==> src/rtl/dvp_tx_pkg.sv <==
// Shared definitions for the 16-bit to 8-bit DVP transmitter.
package dvp_tx_pkg;

    typedef enum logic [2:0] {
        IDLE,
        VSYNC,
        VBACK,
        ACTIVE,
        VFRONT
    } state_e;

    // Byte order on the wire: 1 = pixel bits [15:8] leave first.
    localparam bit HI_FIRST = 1'b1;

    // pclk cycles in one line period (bytes plus horizontal blank).
    function automatic int line_len(input int h_active, input int h_blank);
        return 2 * h_active + h_blank;
    endfunction

    // pclk cycles in one complete frame, VSYNC through VFRONT.
    function automatic int frame_len(input int h_active, input int h_blank,
                                     input int vs_lines, input int v_back,
                                     input int v_active, input int v_front);
        return line_len(h_active, h_blank) * (vs_lines + v_back + v_active + v_front);
    endfunction

endpackage

==> src/rtl/dvp_tx_timing.sv <==
// Frame sequencer: walks VSYNC/VBACK/ACTIVE/VFRONT in whole line periods and
// flags which cycles carry a byte. All strobes are for the current cycle;
// the top registers them onto the pins.
module dvp_tx_timing
    import dvp_tx_pkg::*;
#(
    parameter int H_ACTIVE = 640,
    parameter int V_ACTIVE = 480,
    parameter int H_BLANK  = 144,
    parameter int VS_LINES = 3,
    parameter int V_BACK   = 10,
    parameter int V_FRONT  = 10
) (
    input  logic   pclk,
    input  logic   rst_n,
    input  logic   start,       // a sof pixel is waiting in the holding register
    output state_e state,
    output logic   byte_en,     // ACTIVE and inside the byte part of the line
    output logic   pix_phase,   // 0 = first byte of a pixel, 1 = second
    output logic   line_start,  // first byte cycle of an active line
    output logic   first_line,  // line counter is at its first line
    output logic   frame_end    // last cycle of VFRONT
);

    localparam int L      = line_len(H_ACTIVE, H_BLANK);
    localparam int VMAX_A = (VS_LINES > V_BACK) ? VS_LINES : V_BACK;
    localparam int VMAX_B = (V_ACTIVE > V_FRONT) ? V_ACTIVE : V_FRONT;
    localparam int VMAX   = (VMAX_A > VMAX_B) ? VMAX_A : VMAX_B;
    localparam int HW     = (L > 2) ? $clog2(L) : 1;
    localparam int VW     = (VMAX > 2) ? $clog2(VMAX) : 1;

    state_e          state_nx;
    logic [HW-1:0]   hcnt, hcnt_nx;
    logic [VW-1:0]   vcnt, vcnt_nx;
    logic [VW-1:0]   last_line;
    logic            line_end;

    // State and position counters.
    always_ff @(posedge pclk) begin
        if (!rst_n) begin
            state <= IDLE;
            hcnt  <= '0;
            vcnt  <= '0;
        end else begin
            state <= state_nx;
            hcnt  <= hcnt_nx;
            vcnt  <= vcnt_nx;
        end
    end

    // Line count of the current state, used as the vertical terminal value.
    always_comb begin
        case (state)
            VSYNC:   last_line = VW'(VS_LINES - 1);
            VBACK:   last_line = VW'(V_BACK - 1);
            ACTIVE:  last_line = VW'(V_ACTIVE - 1);
            VFRONT:  last_line = VW'(V_FRONT - 1);
            default: last_line = '0;
        endcase
    end

    // Next state and counters; each non-IDLE state lasts whole line periods.
    always_comb begin
        state_nx  = state;
        hcnt_nx   = hcnt;
        vcnt_nx   = vcnt;
        frame_end = 1'b0;
        line_end  = (hcnt == HW'(L - 1));
        if (state == IDLE) begin
            hcnt_nx = '0;
            vcnt_nx = '0;
            if (start) state_nx = VSYNC;
        end else if (!line_end) begin
            hcnt_nx = hcnt + 1'b1;
        end else begin
            hcnt_nx = '0;
            if (vcnt != last_line) begin
                vcnt_nx = vcnt + 1'b1;
            end else begin
                vcnt_nx = '0;
                case (state)
                    VSYNC:   state_nx = VBACK;
                    VBACK:   state_nx = ACTIVE;
                    ACTIVE:  state_nx = VFRONT;
                    default: begin
                        frame_end = 1'b1;
                        state_nx  = start ? VSYNC : IDLE;
                    end
                endcase
            end
        end
    end

    // Byte-slot decode; phase restarts at 0 because hcnt restarts each line.
    always_comb begin
        byte_en    = (state == ACTIVE) && (hcnt < HW'(2 * H_ACTIVE));
        pix_phase  = hcnt[0];
        line_start = (state == ACTIVE) && (hcnt == '0);
        first_line = (vcnt == '0);
    end

endmodule

==> src/rtl/dvp_16_8bit_tx.sv <==
// RGB565 pixel stream to DVP-style 8-bit byte stream with self-generated
// vs/de timing. One-pixel holding register decouples the source handshake
// from the fixed byte schedule; missing pixels become zero bytes.
module dvp_16_8bit_tx
    import dvp_tx_pkg::*;
#(
    parameter int H_ACTIVE = 640,
    parameter int V_ACTIVE = 480,
    parameter int H_BLANK  = 144,
    parameter int VS_LINES = 3,
    parameter int V_BACK   = 10,
    parameter int V_FRONT  = 10
) (
    input  logic        pclk,
    input  logic        rst_n,
    input  logic        pix_valid_i,
    input  logic [15:0] pix_data_i,
    input  logic        pix_sof_i,
    output logic        pix_ready_o,
    output logic        vs_o,
    output logic        de_o,
    output logic [7:0]  pdata_o,
    output logic        underrun_o,
    output logic        sof_err_o,
    output logic        frame_done_o
);

    state_e      state;
    logic        byte_en, pix_phase, line_start, first_line, frame_end;
    logic        hold_full, hold_sof;
    logic [15:0] hold_data;
    logic [7:0]  lo_byte;
    logic        consume, starve, drop, accept, keep, sof_err;
    logic [7:0]  byte_nx;

    dvp_tx_timing #(
        .H_ACTIVE (H_ACTIVE),
        .V_ACTIVE (V_ACTIVE),
        .H_BLANK  (H_BLANK),
        .VS_LINES (VS_LINES),
        .V_BACK   (V_BACK),
        .V_FRONT  (V_FRONT)
    ) u_timing (
        .pclk       (pclk),
        .rst_n      (rst_n),
        .start      (hold_full && hold_sof),
        .state      (state),
        .byte_en    (byte_en),
        .pix_phase  (pix_phase),
        .line_start (line_start),
        .first_line (first_line),
        .frame_end  (frame_end)
    );

    // Handshake, consume/discard decisions and the next byte on the wire.
    always_comb begin
        consume     = byte_en && !pix_phase && hold_full;
        starve      = byte_en && !pix_phase && !hold_full;
        // A non-sof pixel left over after a frame is flushed while idle.
        drop        = (state == IDLE) && hold_full && !hold_sof;
        pix_ready_o = !hold_full || consume || drop;
        accept      = pix_valid_i && pix_ready_o;
        // While idle only a sof pixel is worth keeping; others are swallowed.
        keep        = accept && ((state != IDLE) || pix_sof_i);
        sof_err     = consume && hold_sof && !(line_start && first_line);
        byte_nx     = 8'h00;
        if (byte_en) begin
            if (pix_phase) byte_nx = lo_byte;
            else if (consume) byte_nx = HI_FIRST ? hold_data[15:8] : hold_data[7:0];
        end
    end

    // Holding register and the saved second byte of the pixel in flight.
    always_ff @(posedge pclk) begin
        if (!rst_n) begin
            hold_full <= 1'b0;
            hold_sof  <= 1'b0;
            hold_data <= 16'h0000;
            lo_byte   <= 8'h00;
        end else begin
            if (keep) begin
                hold_full <= 1'b1;
                hold_sof  <= pix_sof_i;
                hold_data <= pix_data_i;
            end else if (consume || drop) begin
                hold_full <= 1'b0;
                hold_sof  <= 1'b0;
            end
            if (consume) lo_byte <= HI_FIRST ? hold_data[7:0] : hold_data[15:8];
            else if (starve) lo_byte <= 8'h00;
        end
    end

    // Registered pins, one cycle behind the timing decision.
    always_ff @(posedge pclk) begin
        if (!rst_n) begin
            vs_o         <= 1'b0;
            de_o         <= 1'b0;
            pdata_o      <= 8'h00;
            underrun_o   <= 1'b0;
            sof_err_o    <= 1'b0;
            frame_done_o <= 1'b0;
        end else begin
            vs_o         <= (state == VSYNC);
            de_o         <= byte_en;
            pdata_o      <= byte_nx;
            underrun_o   <= starve;
            sof_err_o    <= sof_err;
            frame_done_o <= frame_end;
        end
    end

endmodule

==> config.mk <==
export PLATFORM = sky130hd
export DESIGN_NAME = dvp_16_8bit_tx
export DESIGN_NICKNAME = d
export VERILOG_FILES = /design/src/rtl/dvp_tx_pkg.sv /design/src/rtl/dvp_tx_timing.sv /design/src/rtl/dvp_16_8bit_tx.sv
export SDC_FILE = /design/constraint.sdc
export NUM_CORES = 1
export LEC_CHECK = 0
export CORE_ASPECT_RATIO = 0.7
export CORE_MARGIN = 10
export CORE_UTILIZATION = 57
export CTS_BUF_LIST = sky130_fd_sc_hd__clkbuf_8
export DETAILED_ROUTE_END_ITERATION = 6
export PLACE_DENSITY = 0.82
export SYNTH_ARGS = -nofsm -noshare
export SYNTH_HDL_FRONTEND = slang
export SYNTH_SLANG_ARGS = --single-unit
==> constraint.sdc <==
create_clock -name pclk -period 3 [get_ports pclk]
set_clock_uncertainty 0.05 [all_clocks]
set_input_delay 0.6 -clock pclk [delete_from_list [all_inputs] [get_ports pclk]]
set_output_delay 0.6 -clock pclk [all_outputs]
set_load 0.02 [all_outputs]
* Word-level counts from Yosys, hierarchy flattened
Cells that the tools add are included.
Storage, ports and cells: bits of input ports 20, register bits after elaboration 62, output and inout bits 14
Cells by class: reduce and logical (&&, ||, !) cells 35, $lt $le $gt $ge 1, eq/ne operators 8, bitwise operators 2, $add $sub $neg 2, multiplexer cells 16
Operator list (count):
- $mux 8 | 4
- $pmux 9 s3 | 1
- $logic_and 1x1->1 | 13
- $mux 3 | 4
- $add 11x1->11 const B | 1
- $eq 11x11->1 const B | 1
- $logic_not 11->1 | 1
- $lt 11x11->1 const B | 1
- $add 9x1->9 const B | 1
- $logic_not 9->1 | 1
- $mux 9 | 1
- $ne 9x9->1 | 1
- $pmux 3 s3 | 1
- $eq 3x2->1 const B | 2
- $reduce_bool 2->1 | 3
- $reduce_or 3->1 | 2
- $mux 1 | 5
- $logic_not 1->1 | 4
- $logic_or 1x1->1 | 4
- $reduce_or 2->1 | 2
- $reduce_or 4->1 | 1
- $eq 3x1->1 const B | 1
- $eq 3x3->1 const B | 1
- $logic_not 3->1 | 1
- 6 further kinds | 7

* Longest topological paths before layout
Gate-level depths: netlist (run 1).
word-level depth 9, gate-level depth with buffers 9

* Cells and area by module
From an unflattened synthesis (run 1), not the netlist that was laid out.
Unflattened totals: cell total of the unflattened synthesis 319, area, all modules 2781.4 um^2
Modules (own cells, without submodules):
- dvp_16_8bit_tx | instances 1, cells an instance 169, seq. area each 780.7 um^2, area each 1511.4 um^2
- dvp_tx_timing | instances 1, cells an instance 150, seq. area each 460.4 um^2, area each 1270.0 um^2

* Worst setup path after synthesis (run 1)
No wires, ideal clock.
path type reg2reg, start point register u_timing.state[0], end point register hold_data[10], library setup time 0.116 ns, buffers on the path 2, setup slack 0.700 ns, stages on the path, launching flop included 8, arrival 2.134 ns, clock period less this slack 2.300 ns, path through dfxtp_1 -> or3_1 -> o211ai_1 -> nor2b_1 -> buf_2 -> buf_2 -> mux2i_1 -> nor2b_1
On the way: longest elaborated chain between the ends 8, elaborated cells on any way between the ends 13, classes of those cells eq/ne (1); reduce/logical (12)
RTL lines:
- from (decl) | RTL line dvp_tx_timing.sv:17 | output state_e state,
- from (signal assigned) | RTL line dvp_tx_timing.sv:45 | state <= state_nx;
- $eq 3x2->1 | RTL line dvp_tx_timing.sv:96 | byte_en = (state == ACTIVE) && (hcnt < HW'(2 * H_ACTIVE));
- $logic_and 1x1->1 | RTL line dvp_tx_timing.sv:96
- $logic_and 1x1->1 (2 in series) | RTL line dvp_16_8bit_tx.sv:57 | consume = byte_en && !pix_phase && hold_full;
- $logic_or 1x1->1 | RTL line dvp_16_8bit_tx.sv:61 | pix_ready_o = !hold_full || consume || drop;
- $logic_or 1x1->1 (*) | RTL line dvp_16_8bit_tx.sv:61
- net pix_ready_o | RTL line dvp_16_8bit_tx.sv:19 | output logic pix_ready_o,
- $logic_and 1x1->1 (*) | RTL line dvp_16_8bit_tx.sv:62 | accept = pix_valid_i && pix_ready_o;
- $logic_and 1x1->1 (*) | RTL line dvp_16_8bit_tx.sv:64 | keep = accept && ((state != IDLE) || pix_sof_i);
- to (signal assigned) | RTL line dvp_16_8bit_tx.sv:84 | hold_data <= pix_data_i;
- to (decl) | RTL line dvp_16_8bit_tx.sv:31 | logic [15:0] hold_data;
The timed path passes the listed nets; every way through them passes the cells marked *. A chain may end at the register's enable or synchronous reset.

* Worst setup path after layout (run 1)
start point register u_timing.state[1], end point output pix_ready_o
On the way: longest elaborated chain between the ends 6, elaborated cells on any way between the ends 9, classes of those cells eq/ne (1); reduce/logical (8)
RTL lines (RTL line):
- $eq 3x2->1 | dvp_tx_timing.sv:96
- $logic_and 1x1->1 | dvp_tx_timing.sv:96
- $logic_and 1x1->1 (2 in series) | dvp_16_8bit_tx.sv:57
- $logic_or 1x1->1 | dvp_16_8bit_tx.sv:61
- $logic_or 1x1->1 (*) | dvp_16_8bit_tx.sv:61
- to (decl) | dvp_16_8bit_tx.sv:19
Mark *: on every way between the ends. The rest lies on a longest branch, timed or not.

==> results of run 1 <==
==> routing by layer <==
metal  global-route usage [%]  vias to the layer above  share of wire (%)  wire (um)
li1                         -                     1047                  -          -
met1                     19.7                      984                 45       2630
met2                     21.7                       79                 45       2580
met3                     5.64                        7                8.4        482
met4                     6.11                        0                1.5         88
met5                        0                        -                  0          0
==> worst reg2reg max path, stage by stage (launching register included) <==
cell and delay, ns:
dfxtp_1 0.35, or4_1 0.55, or3_1 0.32, a211o_1 0.36
nor3_4 0.34, mux2i_1 0.24, a21boi_1 0.07
==> flip-flops by register name, indices dropped and copies added, names as in the netlist <==
name	cells
hold_full	1
sof_err_o	1
underrun_o	1
hold_data	16
pdata_o	8
vs_o	1
u_timing.vcnt	9
lo_byte	8
hold_sof	1
u_timing.state	3
frame_done_o	1
u_timing.hcnt	11
de_o	1
==> layout by cell type (no fill, tap or decap), types with 8 or more instances in the layout <==
| cell type | instances |
|---|---|
| dfxtp_1 | 62 |
| clkdlybuf4s50_1 | 32 |
| nor2_1 | 31 |
| nand2_1 | 25 |
| nand3_1 | 21 |
| mux2i_1 | 20 |
| nor2b_1 | 17 |
| clkbuf_8 | 11 |
| a21boi_0 | 10 |
| a22oi_1 | 8 |
==> power groups by stage <==
stage / registers, uW / clock network, uW / logic [uW]
after floorplan: 860 / 0 / 40.7
after global placement: 863 / 0 / 70.5
after detailed placement: 864 / 0 / 72.2
after CTS: 845 / 826 / 73.0
after global routing: 846 / 861 / 78.9
final: 845 / 813 / 72.8
==> final cells by class <==
type                            instances  area (um2)  area share [%]
Multi-Input combinational cell        203        1290            40.2
Timing Repair Buffer                   38         370            11.5
Inverter                                7        26.3           0.815
Tap cell                               55        68.8            2.14
Clock buffer                           11         151            4.70
Clock inverter                          4        70.1            2.17
Sequential cell                        62        1240            38.5
==> final timing paths <==
path,endpoint,cells after the start,slack (ns)
min reg2reg,lo_byte[1],2,0.42
max,pix_ready_o,4,0.57
max reg2reg,u_timing.state[0],6,0.60
min,lo_byte[1],2,0.42
==> through the flow <==
stage | util [%] | worst slack, ns
final | 73.6 | 0.566
after global routing | 73.6 | 0.402
after CTS | 73.5 | 0.118
after detailed placement | 68.5 | 0.489
after global placement | 68.5 | 0.557
after floorplan | - | 0.700
==> logic make-up (layout without fill, tap and decap cells) <==
group,after synthesis,count (layout),synth area share [%]
flops,62,62,47.4
buf+inv,22,60,3.39
xor+xnor,14,14,4.68
mux,20,20,7.64
simple gates,133,133,26.4
fa+ha+maj,4,4,1.91
compound gates,32,32,8.59
==> what timing repair did <==
action,4_1_cts,5_1_grt
setup endpoints to repair,0,1
resized for setup,0,2
hold buffers,0,0
==> impl_metrics.csv, run 1 <==
group,metric,value,unit
status,status,"complete, no violations",
timing,slew_violations,0,
floorplanning,io_pins,34,
placement,post_dp_cell_area,0.00300,mm2
layout,syn_to_final_growth,23.0,%
setup_path,cp_slowest_cell,"dfxtp_1",
placement,port-buffer-count,33,
floorplanning,die_h,76.7,um
timing,tns,0,ns
cts,clk_path_buf_depth,2,
logic_synthesis,synth_cells,287,
floorplanning,row_count,20,
detailed_routing,vias,2117,
layout,final_area,0.00322,mm2
grt,grt_max_degree,26,
grt,track_usage,15.1,%
setup_path,cp_num_buf_inv,1,
power,p_total,1730,uW
placement,dp.cells,365,
power,power_frac_seq,48.8,%
cts,cts_made_buffers,9,
detailed_routing,via_per_inst,5.57,
power,power.net_switching,345,uW
detailed_routing,drtPass1Iterations,4,
logic_synthesis,synth_common_cells,"62 x dfxtp_1, 31 x nor2_1, 25 x nand2_1",
cts,cts.clk_slew.worst_paths,0.06,ns
detailed_routing,ant_nets,0,
logic_synthesis,async_flop_share,0,%
grt,grt_antenna_before_repair,0,
setup_path,critPathKind,"reg -> out",
placement,place.gp.congestion,0.852,
power,power_frac_comb,4.2,%
logic_synthesis,ys_seq_elements,62,
power,intPower,1390,uW
detailed_routing,totalWireLength,5770,um
layout,drive_above_1_share,8.00,%
cts,cts-root-buf,"clkbuf_8",
layout,finalNonFillerCells,380,
power,ir_worst_vdd,0.396,mV
timing,min_period,2.43,ns
cts,post_cts_buffers,0,
cts,htree_levels,3,
hold_path,hp-start,"lo_byte[1]",
floorplanning,initial_core_util,59.9,%
timing,worst_hold_slack,0.418,ns
setup_path,critical_path.cell_chain,"and3b_2, nand3_2, o211ai_1, dlymetal6s2s_1",
cts,cts_sinks,62,
logic_synthesis,synth_edf_count,0,
timing,finalSetupViolCount,0,
detailed_routing,drtIter0Drc,125,
detailed_routing,wl_per_cell,15.2,um
power,p_clk_share,47.0,%
logic_synthesis,yosysSeqAreaShare,47.4,%
floorplanning,core,0.00438,mm2
timing,tightestPinTransition,0.416,ns
layout,fill_cells,328,
setup_path,worstPathArrival,1.78,ns
setup_path,crit_path_max_fanout,9,
logic_synthesis,yosys-top-cells-area,"dfxtp_1 47%, mux2i_1 7.6%, nor2_1 4.4%, nor2b_1 4.3%, nand3_1 4.0%",
logic_synthesis,yosys.area.top_type_share,47.4,%
power,p_leak,0.00116,uW
floorplanning,die-area,0.00775,mm2
grt,grt_pass1_wl,9510,um
timing,hold_violations,0,
timing,maxSlewHeadroom,71.5,%
setup_path,critPathTopFamily,"simple AND/OR/NAND/NOR gates",
logic_synthesis,syn_nets,311,
logic_synthesis,syn_area,0.00262,mm2
setup_path,startpoint_type,"flop",
logic_synthesis,synth.most_common_cell,"dfxtp_1",
logic_synthesis,synth.largest_area_cell,"dfxtp_1",
grt,globalRoute.totalOverflow,0,
layout,final_nets,345,
setup_path,cpPeakStageDelay,0.44,ns
logic_synthesis,ys_warn_count,0,
timing,fmax,0.411,GHz
cts,cts_tree,"built",
cts,clkLatencyLatePin,0.34,ns
power,swShare,19.9,%
grt,grt_pass1_vias,1976,
run,max_cap_viol_count,0,
hold_path,min_path_type,"reg -> reg",
logic_synthesis,avgSynthCellArea,9.13,um2
setup_path,r2r_start,"u_timing.vcnt[4]",
placement,hpwl,3970,um
setup_path,cp.required,2.35,ns
logic_synthesis,synth-main-ff-cell,"dfxtp_1",
logic_synthesis,synth_cell_types,39,
detailed_routing,drc,0,
setup_path,critical_path.endpoint_type,"output pin",
floorplanning,die_w,101,um
layout,diodes,0,
setup_path,crit_start,"u_timing.state[1]",
timing,rsz0062_at_grt,"false",
power,powerDensity,537,mW/mm2
timing,min_period_over_period,81.1,%
No activity file was read; power rests on OpenSTA's default activity.
==> inputs of run 2 (changes only) <==
Clock period 3 ns to 2.4 ns, I/O delays scaled along.
==> run 2 against run 1 <==
Compared with the run above: count of clock-buffer cells in the layout down 1; global-route usage grew 0.58 points; final area increased by 1.1%; first-iteration DRC count up 27%; non-clock buffer count up 8; die area unchanged; sequential power increased by 24%; critical path depth decreased by 1; flip-flop and latch count did not move; largest cell class unchanged; highest routed layer unchanged.
==> impl_metrics.csv, run 2 (same netlist as run 1, synthesis figures left out) <==
group,metric,value,unit
detailed_routing,drtPass1Iterations,4,
timing,slew_violations,0,
timing,fmax,0.429,GHz
run,max_cap_viol_count,0,
layout,multi_input_area,0.00131,mm2
power,powerDensity,624,mW/mm2
layout,finalNonFillerCells,388,
layout,drive_above_1_share,10.5,%
floorplanning,row_count,20,
layout,largest_reg_flops,16,
timing,tightestPinTransition,0.414,ns
placement,hpwl,4050,um
setup_path,startpoint_type,"flop",
layout,final_nets,353,
cts,htree_levels,3,
timing,hold_violations,0,
cts,clk_path_buf_depth,2,
floorplanning,die_h,76.7,um
grt,grt_max_degree,32,
floorplanning,core,0.00438,mm2
grt,globalRoute.totalOverflow,0,
timing,maxSlewHeadroom,71.6,%
setup_path,critical_path.endpoint_type,"output pin",
detailed_routing,totalWireLength,6000,um
power,ir_worst_vdd,0.474,mV
grt,grt_pass1_vias,2081,
layout,fill_cells,340,
placement,post_dp_cell_area,0.00305,mm2
detailed_routing,drtIter0Drc,159,
grt,grt_antenna_before_repair,0,
cts,clkLatencyLatePin,0.34,ns
cts,cts_made_buffers,9,
detailed_routing,via_per_inst,5.56,
placement,port-buffer-count,33,
placement,place.gp.congestion,0.856,
floorplanning,io_pins,34,
placement,dp.cells,372,
detailed_routing,wl_per_cell,15.5,um
layout,final_common_cell,"dfxtp_1",
setup_path,cp.required,1.87,ns
timing,min_period,2.33,ns
status,status,"complete, no violations",
layout,syn_to_final_growth,24.3,%
timing,tns,0,ns
floorplanning,die_w,101,um
cts,cts_tree,"built",
setup_path,rr_worst_depth,6,
cts,cts_sinks,62,
hold_path,min_path_cells,2,
hold_path,min_path_type,"reg -> reg",
grt,grt_pass1_wl,9780,um
layout,max_flop_register,"hold_data",
layout,diodes,0,
layout,regArea,0.00124,mm2
detailed_routing,vias,2157,
timing,finalSetupViolCount,0,
setup_path,crit_path_max_fanout,8,
detailed_routing,ant_nets,0,
setup_path,worstPathArrival,1.80,ns
detailed_routing,drc,0,
grt,track_usage,15.7,%
cts,cts.clk_slew.worst_paths,0.06,ns
layout,post-route-util,74.4,%
layout,final_area,0.00326,mm2
layout,largest_registers,"hold_data (16), u_timing.hcnt (11), u_timing.vcnt (9)",
floorplanning,die-area,0.00775,mm2
power,p_leak,0.00119,uW
cts,cts-root-buf,"clkbuf_8",
timing,worst_hold_slack,0.415,ns
timing,min_period_over_period,97.2,%
setup_path,critPathKind,"reg -> out",
layout,final_cell_mix,"62 x dfxtp_1, 32 x clkdlybuf4s50_1, 31 x nor2_1, 25 x nand2_1, 21 x nand3_1",
timing,rsz0062_at_grt,"false",
floorplanning,initial_core_util,59.9,%
run 2: metrics by stage:
stage | total power [uW] | setup slack, ns
after CTS | 2050 | 0.0126
after global routing | 2100 | 0.00982
after global placement | 1170 | 0.133
final | 2030 | 0.0667
after floorplan | 1130 | 0.100
after detailed placement | 1170 | 0.0619
run 2: power breakdown:
part | leakage (uW) | internal, uW | switching [uW]
sequential | 0.000502 | 1050 | 8.66
clock | 0.0000993 | 494 | 388
combinational | 0.000586 | 58.3 | 38.5
run 2: worst paths after layout:
check | endpoint | startpoint | slack, ns
setup / recovery | pix_ready_o | u_timing.state[2] | 0.07
hold / removal | lo_byte[7] | lo_byte[7] | 0.42
setup reg to reg | u_timing.state[0] | u_timing.vcnt[4] | 0.15
hold reg to reg | lo_byte[7] | lo_byte[7] | 0.42
run 2: per-layer routing:
| layer | vias to the layer above | wire length [um] | global-route usage, % | share of wire [%] |
|---|---|---|---|---|
| met5 | - | 0 | 0 | 0 |
| met4 | 0 | 79 | 5.56 | 1.3 |
| met3 | 8 | 328 | 5.82 | 5.5 |
| met2 | 64 | 2660 | 23.3 | 44 |
| met1 | 1019 | 2930 | 20.2 | 49 |
| li1 | 1066 | - | - | - |
run 2: cell type report:
class	count	area share [%]
multi-input combinational	203	40.1
sequential	62	38.1
timing repair buffer	46	13.1
clock buffer	10	4.22
tap	55	2.11
clock inverter	5	1.57
inverter	7	0.806
run 2: what timing repair did:
| item | in CTS | in global routing |
|---|---|---|
| buffers inserted | 0 | 1 |
| pin swaps | 0 | 2 |
| resized for setup | 1 | 5 |
| setup endpoints to repair | 1 | 6 |
| hold buffers | 0 | 0 |
| hold endpoints to repair | 0 | 0 |
run 2: worst max-delay path, cell delays in order (launching register included):
cell and delay [ns]:
dfxtp_1 0.38, or3_1 0.45, o211ai_1 0.28, clkdlybuf4s15_1 0.36
==> patch 1, RTL diff (settings of run 2) <==
`H_ACTIVE` is set to 640 in 2 places; all go to 160.
--- a/src/rtl/dvp_tx_timing.sv
+++ b/src/rtl/dvp_tx_timing.sv
@@ -6,3 +6,3 @@
 #(
-    parameter int H_ACTIVE = 640,
+    parameter int H_ACTIVE = 160,
     parameter int V_ACTIVE = 480,
--- a/src/rtl/dvp_16_8bit_tx.sv
+++ b/src/rtl/dvp_16_8bit_tx.sv
@@ -6,3 +6,3 @@
 #(
-    parameter int H_ACTIVE = 640,
+    parameter int H_ACTIVE = 160,
     parameter int V_ACTIVE = 480,
Check against the original RTL: no difference found for any inputs over 10 cycles, from zero or initial values and one cycle with rst_n low; that may be too few to reach the edited logic, so the function may still have changed.
==> patch 1 against run 2 <==
Cell area shrank 3.9%. Register-to-register slack gained 0.04 ns. Clock power shrank 12%. Sequential cell count shrank 2. Utilization shrank 2.5 points. Worst setup slack gained 0.020 ns. Routed wire length grew 2.1%. Non-clock buffer count shrank 1. Power shrank 7.0%. Area after synthesis shrank 1.9%. Largest cell class unchanged.
==> patch 1: results (changes against run 2) <==
cts:
  numCtsBuffers: 9  # unchanged
  cts_root_buf: "clkbuf_8"
  htree_num_levels: 3  # unchanged
  clk_path_buf_depth: 2  # unchanged
  ctsResizeCount: 1  # unchanged
  cts_setup_buffers: 0  # unchanged
  clk_latency_ns: 0.34  # about the same
  clk_pin_slew_ns: 0.06  # about the same
global_route:
  use_met3_pct: 7.880  # +2.1 points
  first_global_vias: 2050  # -1.5%
  grt_pass1_wl_um: 10060  # +2.8%
  grtUsageMet1_pct: 21.91  # +1.7 points
  grt_max_degree: 29  # -9.4%
  antenna_found_initial: 0  # unchanged
  met2_usage_pct: 22.24  # -1.0 points
  track_usage_pct: 16.26  # +0.58 points
worst_setup_path:
  path_max_fanout: 7  # -1
  critPathArrivalTime_ns: 1.78  # -0.02 ns
routing:
  dr_wl_met2_um: 2654  # about the same
  first_pass_iters: 5  # +1
  wl_met1_um: 2837  # -3.2%
  routed_wl_um: 6120  # +2.1%
  vias: 2166  # +0.42%
  first_iter_violations: 181  # +14%
  wl_met3_um: 582  # +77%
  ant_nets: 0  # unchanged
  dr.max_layer_used: "met4"
layout:
  largestRegisters: "hold_data x16, u_timing.hcnt x9, u_timing.vcnt x9"
  n_antenna_cell: 0  # unchanged
  final_nets: 342  # -3.1%
  drive_gt1_share_pct: 11.76  # +1.3 points
  fillers: 328  # -3.5%
sta:
  worstMarginPinSlew_ns: 0.5296  # +0.1156 ns
  final_hold_viol_count: 0  # unchanged
power_and_ir_drop:
  total_leakage_power_nw: 1.147  # -3.4%
  max-vdd-ir-drop_v: 0.0004713  # -0.67%
  switchingPower_mw: 0.4365  # +0.27%
  clk-power_mw: 0.776  # -12%
  combinationalPower_mw: 0.0930  # -4.0%
  internal_power_mw: 1.454  # -9.0%
min_path:
  min_path_type: "flip-flop to flip-flop"
place:
  placement.io_buffers: 33  # unchanged
  dpl.hpwl_um: 4439  # +9.7%
  gp_congestion: 0.8926  # +4.3%
status:
  status: "complete, no violations"
synth:
  synth_common_cells: "60 x dfxtp_1, 46 x nor2_1, 19 x nand2_1, 16 x mux2i_1, 15 x nand3_1"
  synth_area_leaders: "dfxtp_1 47%, nor2_1 6.7%, mux2i_1 6.2%"
  async_flop_share_pct: 0  # unchanged
  synth_seq_area_share_pct: 46.72  # -0.64 points
  yosys_warnings: 0  # unchanged
  yosysUniqueCellTypes: 47  # +21%
  syn_nets: 303  # -2.6%
==> patch 1: cell types whose count changed in the layout (fill, tap and decap cells not counted), moves of 6 or more <==
| cell | before | now |
|---|---|---|
| a21oi_1 | 2 | 14 |
| nand2_1 | 25 | 19 |
| nor2_1 | 31 | 46 |
| a21boi_0 | 10 | 0 |
| nand3_1 | 21 | 15 |
| and2_1 | 7 | 1 |
| nor2b_1 | 17 | 4 |
==> patch 1: cell type report <==
type / instances / share of cell area, %
clock buffer: 10 / 4.393
clock inverter: 6 / 0.9984
tap: 55 / 2.196
timing repair buffer: 45 / 13.38
sequential: 60 / 38.34
inverter: 8 / 0.9585
multi-input combinational: 194 / 39.74
==> patch 1: metrics by stage <==
stage / instances / area [µm²] / setup WS (ns)
after CTS: 378 / 3133 / 0.06678
final: 378 / 3133 / 0.08664
after detailed placement: 362 / 2965 / 0.1727
after global routing: 378 / 3133 / 0.005323
after floorplan: 279 / 2571 / 0.3872
after global placement: 362 / 2965 / 0.2066
==> patch 1: final timing paths <==
kind                          from                end  slack, ns  depth (start not counted)
setup reg to reg  u_timing.hcnt[0]  u_timing.state[0]       0.19                          6
hold / removal          lo_byte[1]         lo_byte[1]       0.40                          2
hold reg to reg         lo_byte[1]         lo_byte[1]       0.40                          2
setup / recovery  u_timing.hcnt[6]        pix_ready_o       0.09                          4
==> patch 1: logic make-up after synthesis <==
logic type	Yosys count	share of synthesized area [%]
buf+inv	25	4.866
xor+xnor	15	5.110
mux	16	6.229
simple gates	120	24.23
fa+ha+maj	4	1.947
flops	60	46.72
compound gates	39	10.90
==> patch 1: critical path: stages (launching register included) <==
cell and delay, ns:
dfxtp_1 0.38, o21a_1 0.27, or3_1 0.35, nand2_1 0.11, dlygate4sd2_1 0.34
==> patch 2, RTL diff (flow settings as in run 2) <==
Made on the original files. The 5 states of `state_e` get a one-hot encoding in 5 bits.
--- a/src/rtl/dvp_tx_pkg.sv
+++ b/src/rtl/dvp_tx_pkg.sv
@@ -3,8 +3,8 @@
 
-    typedef enum logic [2:0] {
-        IDLE,
-        VSYNC,
-        VBACK,
-        ACTIVE,
-        VFRONT
+    typedef enum logic [4:0] {
+        IDLE   = 5'b00001,
+        VSYNC  = 5'b00010,
+        VBACK  = 5'b00100,
+        ACTIVE = 5'b01000,
+        VFRONT = 5'b10000
     } state_e;
Function: no difference found for any inputs over 10 cycles, from zero or initial values and one cycle with rst_n low; not proved beyond that.
==> patch 2 against run 2 <==
Final cell count grew 8.8%. Largest power group unchanged. Routed wire length up 6.9%. Worst setup slack got worse by 0.14 ns. Sequential power is 4% higher. Critical endpoint unchanged. Critical path type unchanged. Power increased by 7.8%. Highest routed layer unchanged. Count of clock-buffer cells in the layout shrank 1. Utilization decreased by 2.2 points. Worst hold slack improved by 0.0011 ns. Die area grew 4.5%. Cell area is 5.5% higher. Clock power is 12% higher. Sequential cell count increased by 2. Largest cell class unchanged. Area after synthesis grew 5.8%. The flow now finishes with violations (negative setup slack).
==> patch 2: results (changes against run 2) <==
routing:
  viasPerCell: 5.611  # +0.94%
  first_iter_violations: 181  # +14%
  routed_wl_um: 6408  # +6.9%
sta:
  setup_slack_ns: -0.07058  # -0.1373 ns
  setup_viol: 3  # +3
  slew_headroom_pct: 69.80  # -1.8 points
synth:
  synth_xor_area_share_pct: 5.999  # +1.3 points
  synthAdderAreaFrac_pct: 1.804  # -0.11 points
  synth_cells: 308  # +7.3%
  synth_area_leaders: "dfxtp_1 46%, nor2_1 6.8%, mux2i_1 5.8%"
  synth-compound-area-share_pct: 10.92  # +2.3 points
place:
  dp.cells: 406  # +9.1%
  dpl.hpwl_um: 4365  # +7.9%
  gp_congestion: 0.8810  # +2.9%
  place_ws_ns: -0.05019  # -0.1121 ns
power_and_ir_drop:
  max-vdd-ir-drop_v: 0.0005593  # +18%
  total_leakage_power_nw: 1.300  # +9.5%
  p_seq_share_pct: 49.8  # -2.0 points
  power_frac_clock_pct: 45.0  # +1.6 points
  power_switching_share_pct: 21.62  # +0.21 points
  clk-power_mw: 0.986  # +12%
worst_setup_path:
  r2r_end: "u_timing.state[0]"
  worstRegToRegCells: 7  # +1
min_path:
  hold_start: "lo_byte[4]"
  worstHoldEndpoint: "lo_byte[4]"
global_route:
  track_usage_pct: 16.46  # +0.78 points
  grtUsageMet1_pct: 22.27  # +2.1 points
  met2_usage_pct: 24.75  # +1.5 points
  grt_max_degree: 27  # -16%
status:
  status: "finished with violations"
  violations: "negative setup slack"
layout:
  drive_gt1_share_pct: 13.31  # +2.8 points
patch 2: cell types whose count changed after synthesis, sizes merged, moves of 5 or more:
| cell | before | now |
|---|---|---|
| nor2 | 31 | 50 |
| nor2b | 18 | 1 |
| a21boi | 11 | 0 |
| a21oi | 2 | 13 |
| inv | 7 | 13 |
| buf | 6 | 11 |
| nand4 | 2 | 7 |
patch 2: area by class of cell:
class                      instances  area, µm²  area share [%]
multi-input combinational        212       1359           39.53
sequential                        64       1282           37.31
timing repair buffer              48      447.9           13.03
clock buffer                       9      123.9           3.604
clock inverter                     7      88.84           2.585
tap                               69      86.33           2.512
inverter                          13      48.80           1.420
patch 2: cell families after synthesis:
logic type | Yosys count
flip-flops | 64
multiplexers | 16
adder cells (fa/ha/maj) | 4
AO/OA/AOI/OAI | 42
AND/OR/NAND/NOR | 131
XOR/XNOR | 19
buffers and inverters | 32
patch 2: what timing repair did:
item                                    CTS  global route
endpoints found under the setup margin    3            15
hold endpoints to repair                  0             0
gates resized for setup                   5             1
buffers inserted                          0             0
patch 2: worst max-delay path, cell delays in order (launching register included):
cell and delay [ns]:
dfxtp_2 0.33, or4_4 0.54, nor4b_2 0.28, or2_2 0.19
clkdlybuf4s15_2 0.26
patch 2: layer usage:
layer  share of wire (%)  wire (µm)
met2                  46       2967
met3                 5.9        380
met1                  47       3038
met4                0.34         22
met5                   0          0
patch 2: worst max-delay path by stage:
stage,start,end,slack (ns)
2_1_floorplan,u_timing.state[0],pix_ready_o,0.04
3_3_place_gp,u_timing.state[0],pix_ready_o,-0.03
3_5_place_dp,u_timing.state[0],u_timing.state[0],-0.05
4_1_cts,u_timing.state[0],pix_ready_o,-0.07
5_1_grt,u_timing.state[0],pix_ready_o,-0.15
6_report,u_timing.state[0],pix_ready_o,-0.07
